File: src/rtl/stepdown_pkg.sv
// Shared types and default timing constants for the step-down converter blocks.
package stepdown_pkg;

    typedef enum logic [1:0] {OFF, SS, RUN, FAULT} corestate_t;

    localparam int SS_W_DEF      = 6;
    localparam int SS_DIV_DEF    = 16;
    localparam int UV_DEG_DEF    = 8;
    localparam int OCP_DEG_DEF   = 4;
    localparam int PG_DEG_DEF    = 8;
    localparam int RETRY_CYC_DEF = 1024;

endpackage

File: src/rtl/stepdown_deglitch.sv
// Saturating N-consecutive-high filter. hit is combinational: it flags the
// sample that completes the run, so the consumer can act on that same edge.
module stepdown_deglitch #(
    parameter int N = 4
) (
    input  logic clk,
    input  logic rst,
    input  logic clr,
    input  logic din,
    output logic hit
);

    localparam int W = $clog2(N + 1);

    logic [W-1:0] cnt;

    always_ff @(posedge clk) begin
        if (rst)
            cnt <= '0;
        else if (clr || !din)
            cnt <= '0;
        else if (cnt != W'(N))
            cnt <= cnt + 1'b1;
    end

    assign hit = din && (cnt >= W'(N - 1));

endmodule

File: src/rtl/stepdown_corestate_seq.sv
// Step-down core state sequencer: UVLO/enable handshake, soft-start ramp,
// OCP hiccup retry and pgood deglitch, driving core_state to the buffer chain.
module stepdown_corestate_seq
    import stepdown_pkg::*;
#(
    parameter int SS_W      = SS_W_DEF,
    parameter int SS_DIV    = SS_DIV_DEF,
    parameter int UV_DEG    = UV_DEG_DEF,
    parameter int OCP_DEG   = OCP_DEG_DEF,
    parameter int PG_DEG    = PG_DEG_DEF,
    parameter int RETRY_CYC = RETRY_CYC_DEF
) (
    input  logic            CELCLK,
    input  logic            CELRST,
    input  logic            CELV,
    input  logic            CELG,
    input  logic            SUB,
    input  logic            en,
    input  logic            uvlo_ok,
    input  logic            ocp,
    input  logic            pgood_cmp,
    output logic            core_state,
    output logic [SS_W-1:0] ss_code,
    output logic            pgood,
    output logic            fault
);

    localparam int PW = $clog2(SS_DIV);
    localparam int RW = $clog2(RETRY_CYC + 1);
    localparam logic [SS_W-1:0] SS_MAX = '1;

    // Supply/substrate pins exist for the netlist only.
    logic unused_pins;
    assign unused_pins = CELV ^ CELG ^ SUB;

    corestate_t     state, state_n;
    logic [PW-1:0]  pre, pre_n;
    logic [RW-1:0]  retry, retry_n;
    logic [SS_W-1:0] ss_n;
    logic           core_n, pgood_n, fault_n;
    logic           uv_hit, ocp_hit, pg_hit;
    logic           wrap, active, active_n;

    // Counters are held clear on any edge that leaves their state, so every
    // re-entry starts a fresh count.
    stepdown_deglitch #(.N(UV_DEG)) u_uv (
        .clk(CELCLK), .rst(CELRST),
        .clr((state != OFF) || (state_n != OFF)),
        .din(uvlo_ok), .hit(uv_hit)
    );

    stepdown_deglitch #(.N(OCP_DEG)) u_ocp (
        .clk(CELCLK), .rst(CELRST),
        .clr(!active || !active_n),
        .din(ocp), .hit(ocp_hit)
    );

    stepdown_deglitch #(.N(PG_DEG)) u_pg (
        .clk(CELCLK), .rst(CELRST),
        .clr((state != RUN) || (state_n != RUN)),
        .din(pgood_cmp), .hit(pg_hit)
    );

    assign wrap     = (pre == PW'(SS_DIV - 1));
    assign active   = (state == SS) || (state == RUN);
    assign active_n = (state_n == SS) || (state_n == RUN);

    always_comb begin
        state_n = state;
        case (state)
            OFF:     if (en && uv_hit) state_n = SS;
            SS:      if (ocp_hit) state_n = FAULT;
                     else if (wrap && ss_code == SS_MAX - 1'b1) state_n = RUN;
            RUN:     if (ocp_hit) state_n = FAULT;
            FAULT:   if (retry == RW'(RETRY_CYC - 1)) state_n = OFF;
            default: state_n = OFF;
        endcase
        if (!uvlo_ok || !en)
            state_n = OFF;

        pre_n = '0;
        if (state == SS && state_n == SS)
            pre_n = wrap ? '0 : pre + 1'b1;

        retry_n = '0;
        if (state == FAULT && state_n == FAULT)
            retry_n = (retry == RW'(RETRY_CYC - 1)) ? retry : retry + 1'b1;

        case (state_n)
            SS:      ss_n = (state == SS && wrap) ? ss_code + 1'b1 : ss_code;
            RUN:     ss_n = SS_MAX;
            default: ss_n = '0;
        endcase

        core_n  = active_n;
        fault_n = (state_n == FAULT);
        pgood_n = (state == RUN) && (state_n == RUN) && pg_hit;
    end

    always_ff @(posedge CELCLK) begin
        if (CELRST) begin
            state      <= OFF;
            pre        <= '0;
            retry      <= '0;
            ss_code    <= '0;
            core_state <= 1'b0;
            pgood      <= 1'b0;
            fault      <= 1'b0;
        end else begin
            state      <= state_n;
            pre        <= pre_n;
            retry      <= retry_n;
            ss_code    <= ss_n;
            core_state <= core_n;
            pgood      <= pgood_n;
            fault      <= fault_n;
        end
    end

endmodule

File: config.mk
export PLATFORM = sky130hd
export DESIGN_NAME = stepdown_corestate_seq
export DESIGN_NICKNAME = d
export VERILOG_FILES = /design/src/rtl/stepdown_pkg.sv /design/src/rtl/stepdown_deglitch.sv /design/src/rtl/stepdown_corestate_seq.sv
export SDC_FILE = /design/constraint.sdc
export NUM_CORES = 1
export LEC_CHECK = 0
export BUFFER_PORTS_ARGS = -buffer_cell sky130_fd_sc_hd__buf_4
export CAP_MARGIN = 5
export CORE_MARGIN = 4
export CORE_UTILIZATION = 63
export CTS_BUF_LIST = sky130_fd_sc_hd__clkbuf_16
export DETAILED_ROUTE_END_ITERATION = 12
export GPL_ROUTABILITY_DRIVEN = 0
export HOLD_SLACK_MARGIN = 0.08
export PLACE_DENSITY = 0.84
export SETUP_SLACK_MARGIN = 0.3
export SLEW_MARGIN = 20
export SYNTH_ARGS = -nofsm -noshare
export SYNTH_HDL_FRONTEND = slang
export SYNTH_SLANG_ARGS = --single-unit
File: constraint.sdc
create_clock -name CELCLK -period 6.8 [get_ports CELCLK]
set_input_delay 2.04 -clock CELCLK [delete_from_list [all_inputs] [get_ports CELCLK]]
set_output_delay 2.04 -clock CELCLK [all_outputs]
set_load 0.02 [all_outputs]
== Word-level counts from Yosys, hierarchy flattened ==
Index checks and enable logic that the tools add are counted.
Storage, ports and cells
  bits in registers: 37
  input port bits: 9
  output and inout bits: 9
  logic and storage cells: 78
Operators by class
  add/subtract/negate cells: 6
  $lt $le $gt $ge: 3
  equal/unequal tests: 15
  mux-type cells: 9
  bitwise logic cells: 2
  reductions and logical operators: 33
Operators by type and width (number)
  4-bit by 1-bit adder with 4-bit output, second input constant: 3
  2-bit two-way mux: 6
  6-bit one-hot mux with 2 select lines: 1
  11-bit by 1-bit adder with 11-bit output, second input constant: 1
  11-bit by 10-bit equality test with 1-bit output, second input constant: 1
  1-bit logical AND: 10
  1-bit logical OR: 9
  2-bit equality test, second input constant: 4
  4-bit by 3-bit >= comparator with 1-bit output, second input constant: 2
  4-bit inequality test, second input constant: 2
  2-bit one-hot mux with 4 select lines: 1
  2-bit OR reduction: 4
  6-bit by 1-bit adder with 6-bit output, second input constant: 1
  6-bit equality test, second input constant: 1
  1-bit logical NOT: 6
  6-bit two-way mux: 1
  2-bit by 1-bit equality test with 1-bit output, second input constant: 2
  4-bit equality test, second input constant: 1
  2-bit inequality test, second input constant: 2
  2-bit nonzero test: 2
  3-bit by 1-bit adder with 3-bit output, second input constant: 1
  3-bit by 2-bit >= comparator with 1-bit output, second input constant: 1
  3-bit inequality test, second input constant: 1
  3-bit OR reduction: 1
  other kinds (3): 4

== Depth between registers and ports, before layout ==
  depth after elaboration: 12
  mapped depth: 12
  mapped depth without buffers: 11

== Modules after synthesis ==
A second synthesis with hierarchy kept.
Unflattened totals
  cells, all modules: 229
  area, all modules: 2026.9 µm²
By module, submodules not included
  stepdown_corestate_seq: times used 1, cells an instance 161, area each 1413.9 µm², seq. area each 520.5 µm²
  stepdown_deglitch at u_pg ...: times used 2, cells an instance 24, area each 217.7 µm², seq. area each 80.1 µm²
  stepdown_deglitch at u_ocp: times used 1, cells an instance 20, area each 177.7 µm², seq. area each 60.1 µm²

== Worst setup path after synthesis ==
No wires, ideal clock.
  path type: input to register
  start: input port ocp
  end: register pre[3]
  setup time: 0.064 ns
  arrival: 3.488 ns
  required time: 6.736 ns
  setup slack: 3.247 ns
  stages: 9
  path buffers: 1
  cell sequence: inv_1 o221ai_1 a22oi_1 a211o_1 ha_1 clkbuf_1 nand2_1 a311o_1 nor2_1
Between the ends
  cells in the longest elaborated chain, start to end: 8
  elaborated cells on any way between the ends: 9
  those cells by class: 1 x eq/ne; 4 x mux; 1 x bitwise; 3 x reduce/logical
Ends and longest elaborated chain
  start: declaration: RTL line stepdown_corestate_seq.sv:20  | input logic ocp,
  1-bit logical AND (*): RTL line stepdown_deglitch.sv:26  | assign hit = din && (cnt >= W'(N - 1));
  2-bit two-way mux, on equally long branches: RTL line stepdown_corestate_seq.sv:74, stepdown_corestate_seq.sv:72
  2-bit one-hot mux with 4 select lines (*): RTL line stepdown_corestate_seq.sv:70  | case (state)
  2-bit two-way mux (*): RTL line stepdown_corestate_seq.sv:78  | if (!uvlo_ok || !en)
  2-bit by 1-bit equality test with 1-bit output (*): RTL line stepdown_corestate_seq.sv:82  | if (state == SS && state_n == SS)
  1-bit logical AND (*): RTL line stepdown_corestate_seq.sv:82
  1-bit NOT (no source line) (*)
  3-bit OR reduction (no source line) (*)
  end signal: assignment: RTL line stepdown_corestate_seq.sv:111  | pre <= pre_n;
  end: declaration: RTL line stepdown_corestate_seq.sv:37  | logic [PW-1:0] pre, pre_n;
Every way passes the cells marked *; elsewhere a longest branch is shown, timed or not.
A chain may end at the register's enable or synchronous reset.

== Worst setup path after layout ==
  start: input port ocp
  end: register ss_code[3]
Between the ends
  cells in the longest elaborated chain, start to end: 6
  elaborated cells on any way between the ends: 9
  those cells by class: 3 x eq/ne; 5 x mux; 1 x reduce/logical
Ends and longest elaborated chain
  1-bit logical AND (*): RTL line stepdown_deglitch.sv:26
  2-bit two-way mux, on equally long branches: RTL line stepdown_corestate_seq.sv:74, stepdown_corestate_seq.sv:72
  2-bit one-hot mux with 4 select lines (*): RTL line stepdown_corestate_seq.sv:70
  2-bit two-way mux (*): RTL line stepdown_corestate_seq.sv:78
  2-bit equality test / 2-bit by 1-bit equality test with 1-bit output (equally long branches): RTL line stepdown_corestate_seq.sv:89  | case (state_n)
  6-bit one-hot mux with 2 select lines / 2-bit by 1-bit inequality test with 1-bit output (equally long branches)
  end signal: assignment: RTL line stepdown_corestate_seq.sv:113  | ss_code <= ss_n;
  end: declaration: RTL line stepdown_corestate_seq.sv:23  | output logic [SS_W-1:0] ss_code,
Marked as above.

==> results.py <==
metrics = {
    "run_status": {
        "status": "finished, final reports clean",
    },
    "logic_synthesis": {
        "synth_compound_area_share_pct": 15.9,
        "synth_top_family_by_area": "simple AND/OR/NAND/NOR gates",
        "yosysUniqueCellTypes": 41,
        "synthTopCellsByArea": "dfxtp_1, ha_1, a21oi_1",
        "syn_nets": 253,
        "yosys.area_share.simple_pct": 23.5,
        "yosys_warnings": 0,
        "synth-edff-count": 0,
        "synth-adder-area-share_pct": 12.8,
        "synth.avg_cell_area_um2": 8.72,
        "yosysMostFrequentCell": "dfxtp_1",
        "post-synth-top-area-cell": "dfxtp_1",
        "netlist_area_mm2": 0.00195,
        "synthMuxAreaShare_pct": 1.02,
        "yosysSeqAreaShare_pct": 37.9,
        "synthCells": 224,
        "synthXorXnorAreaFrac_pct": 5.38,
        "synth_top_area_share_pct": 37.9,
        "synth_ff_type": "dfxtp_1",
        "synth_commonest_cells": "dfxtp_1, ha_1, nand2_1, nor2_1, a21oi_1",
        "synth-seq-cells": 37,
        "ys_async_sr_fraction_pct": 0,
    },
    "drt": {
        "wire_per_inst_um": 14.5,
        "postRouteAntennaNets": 0,
        "drt_pass1_iterations": 4,
        "routed_wirelength_mm": 3.98,
        "vias_per_cell": 6.01,
        "vias": 1647,
        "drtIter0Drc": 109,
        "drc": 0,
    },
    "clock_network": {
        "clk_pin_slew_ps": 50,
        "cts_resized": 0,
        "clkSinkCount": 37,
        "cts_max_path_buffers": 2,
        "cts.htree.levels": 2,
        "tritoncts": "done",
        "cts_buffers": 5,
        "worst_skew_pair.late_latency_ps": 280,
        "root_buffer": "clkbuf_16",
        "cts_setup_buffers": 0,
        "ctsHoldBuffers": 0,
    },
    "placement": {
        "numPortBuffers": 14,
        "hpwl_mm": 2.98,
    },
    "critical_path": {
        "timing.critical_path.cells": "buf_4 -> inv_1 -> nor3_1 -> o2111ai_1 -> and2_1 -> ha_1 -> nor2b_1 -> nand2_1 -> o32ai_1",
        "worstSetupPathType": "in -> reg",
        "cp-start-kind": "input pin",
        "critPathTopFamily": "simple AND/OR/NAND/NOR gates",
        "cpPeakStageDelay_ps": 350,
        "worst-path-buf-inv": 2,
        "cp.depth": 9,
        "reg2regPathDepth": 10,
        "arrival_ps": 3800,
        "slowest_stage": "ha_1",
        "worstPathMaxFanout": 5,
        "end_kind": "register",
        "r2r_setup_slack_ps": 3980,
        "crit_required_ps": 6980,
    },
    "sta": {
        "slew_headroom_pct": 68.6,
        "tightest_slew_ps": 468,
        "rsz0062_at_grt": "false",
        "finalHoldViolations": 0,
        "finalCritPeriodShare_pct": 53.2,
        "fin_skew_ps": 4.68,
        "finalSetupViolations": 0,
        "maxSlewViolCount": 0,
        "finalCriticalPeriod_ps": 3620,
        "fin_tns_setup_ps": 0,
        "max_freq_ghz": 0.277,
    },
    "die": {
        "core_area_mm2": 0.00285,
        "top_level_ports": 18,
        "fp.dieH_um": 63.7,
        "dieArea_mm2": 0.00406,
        "die_x_um": 63.7,
        "start_util_pct": 68.5,
        "rows": 19,
    },
    "power": {
        "p_leak_nw": 0.844,
        "power_uw": 440,
        "pwr_density_cell_mw_per_mm2": 198,
        "ir_worst_vdd_mv": 0.203,
    },
    "global_routing": {
        "antenna_found_initial": 0,
        "grt_start_max_net_pins": 15,
        "first_global_vias": 1683,
        "track_usage_pct": 22.2,
        "grt_pass1_wl_mm": 7.20,
        "grt_overflow_total": 0,
    },
    "cells_and_area": {
        "antenna_cells": 0,
        "syn2layout_area_growth_pct": 13.9,
        "nets": 271,
        "drive_above_1_share_pct": 10.3,
        "n_fill_cell": 203,
    },
    "min_path": {
        "whs_path_depth": 2,
        "hold_class": "reg -> reg",
    },
    "run": {
        "max-cap-violations": 0,
    },
}
-- sequential cells by signal, summed over array words and instances (netlist names) --
name	count
retry	11
ss_code	6
u_ocp.cnt	3
core_state	1
state	2
fault	1
pgood	1
u_pg.cnt	4
u_uv.cnt	4
pre	4
-- report_power, final --
| group | switching [mW] | internal (mW) | total (mW) |
|---|---|---|---|
| Sequential | 0.000658 | 0.218 | 0.218 |
| Combinational | 0.00361 | 0.00325 | 0.00686 |
| Clock | 0.0824 | 0.133 | 0.215 |
-- placed cells by master, fill, tap and decap left out, types with 7 or more instances in the layout --
cell type	count
nor3_1	7
nand2_1	20
nor2_1	20
ha_1	20
a21oi_1	17
buf_4	14
nand3_1	13
dfxtp_1	37
xnor2_1	7
inv_1	16
-- through the flow --
step	utilization (%)	instances	setup slack [ps]	instance area (um2)	hold slack (ps)
detailed placement	73.2	266	2910	2090	441
floorplan	-	224	3250	1950	418
CTS	78.0	274	3200	2230	452
finish	78.0	274	3180	2230	451
global placement	73.2	266	3050	2090	429
global route	78.0	274	2950	2230	487
-- final cells by class --
cell class	instances	area, um2	share of cell area, %
Clock buffer	5	125	5.62
Clock inverter	3	13.8	0.618
Inverter	15	56.3	2.53
Multi-Input combinational cell	169	1150	51.5
Sequential cell	37	741	33.3
Tap cell	31	38.8	1.74
Timing Repair Buffer	14	105	4.72
-- per-layer routing --
metal | GRT usage (%) | vias up | part of all wire (%)
met2 | 38.2 | 33 | 50
met4 | 8.89 | 0 | 1.6
met1 | 25.4 | 775 | 44
met3 | 6.75 | 7 | 4.1
met5 | 0 | - | 0
li1 | - | 832 | -
-- logic make-up after synthesis --
kind of cell               count (synthesis)
adders and majority gates                 20
DFF                                       37
muxes                                      2
xor gates and xnor gates                  12
buffers and inverters                     18
and+or+nand+nor                           89
AOI/OAI and AO/OA                         46
-- final timing paths --
path | from | endpoint
max | ocp | ss_code[3]$_SDFFE_PP0P_
min | retry[10]$_SDFFE_PP0N_ | retry[10]$_SDFFE_PP0N_
max reg2reg | u_ocp.cnt[0]$_SDFFE_PP0P_ | ss_code[3]$_SDFFE_PP0P_
min reg2reg | retry[10]$_SDFFE_PP0N_ | retry[10]$_SDFFE_PP0N_
-- worst register-to-register path: stages, from the launching register on --
cell      delay (ps)
dfxtp_1          350
ha_1             210
ha_1             180
a211oi_1         350
o221ai_1         160
a22oi_1          330
a211o_1          190
ha_1             380
nand2_1          250
nand2_1          180
o32ai_1          100
Note: power is estimated with default switching activity, not from simulation.
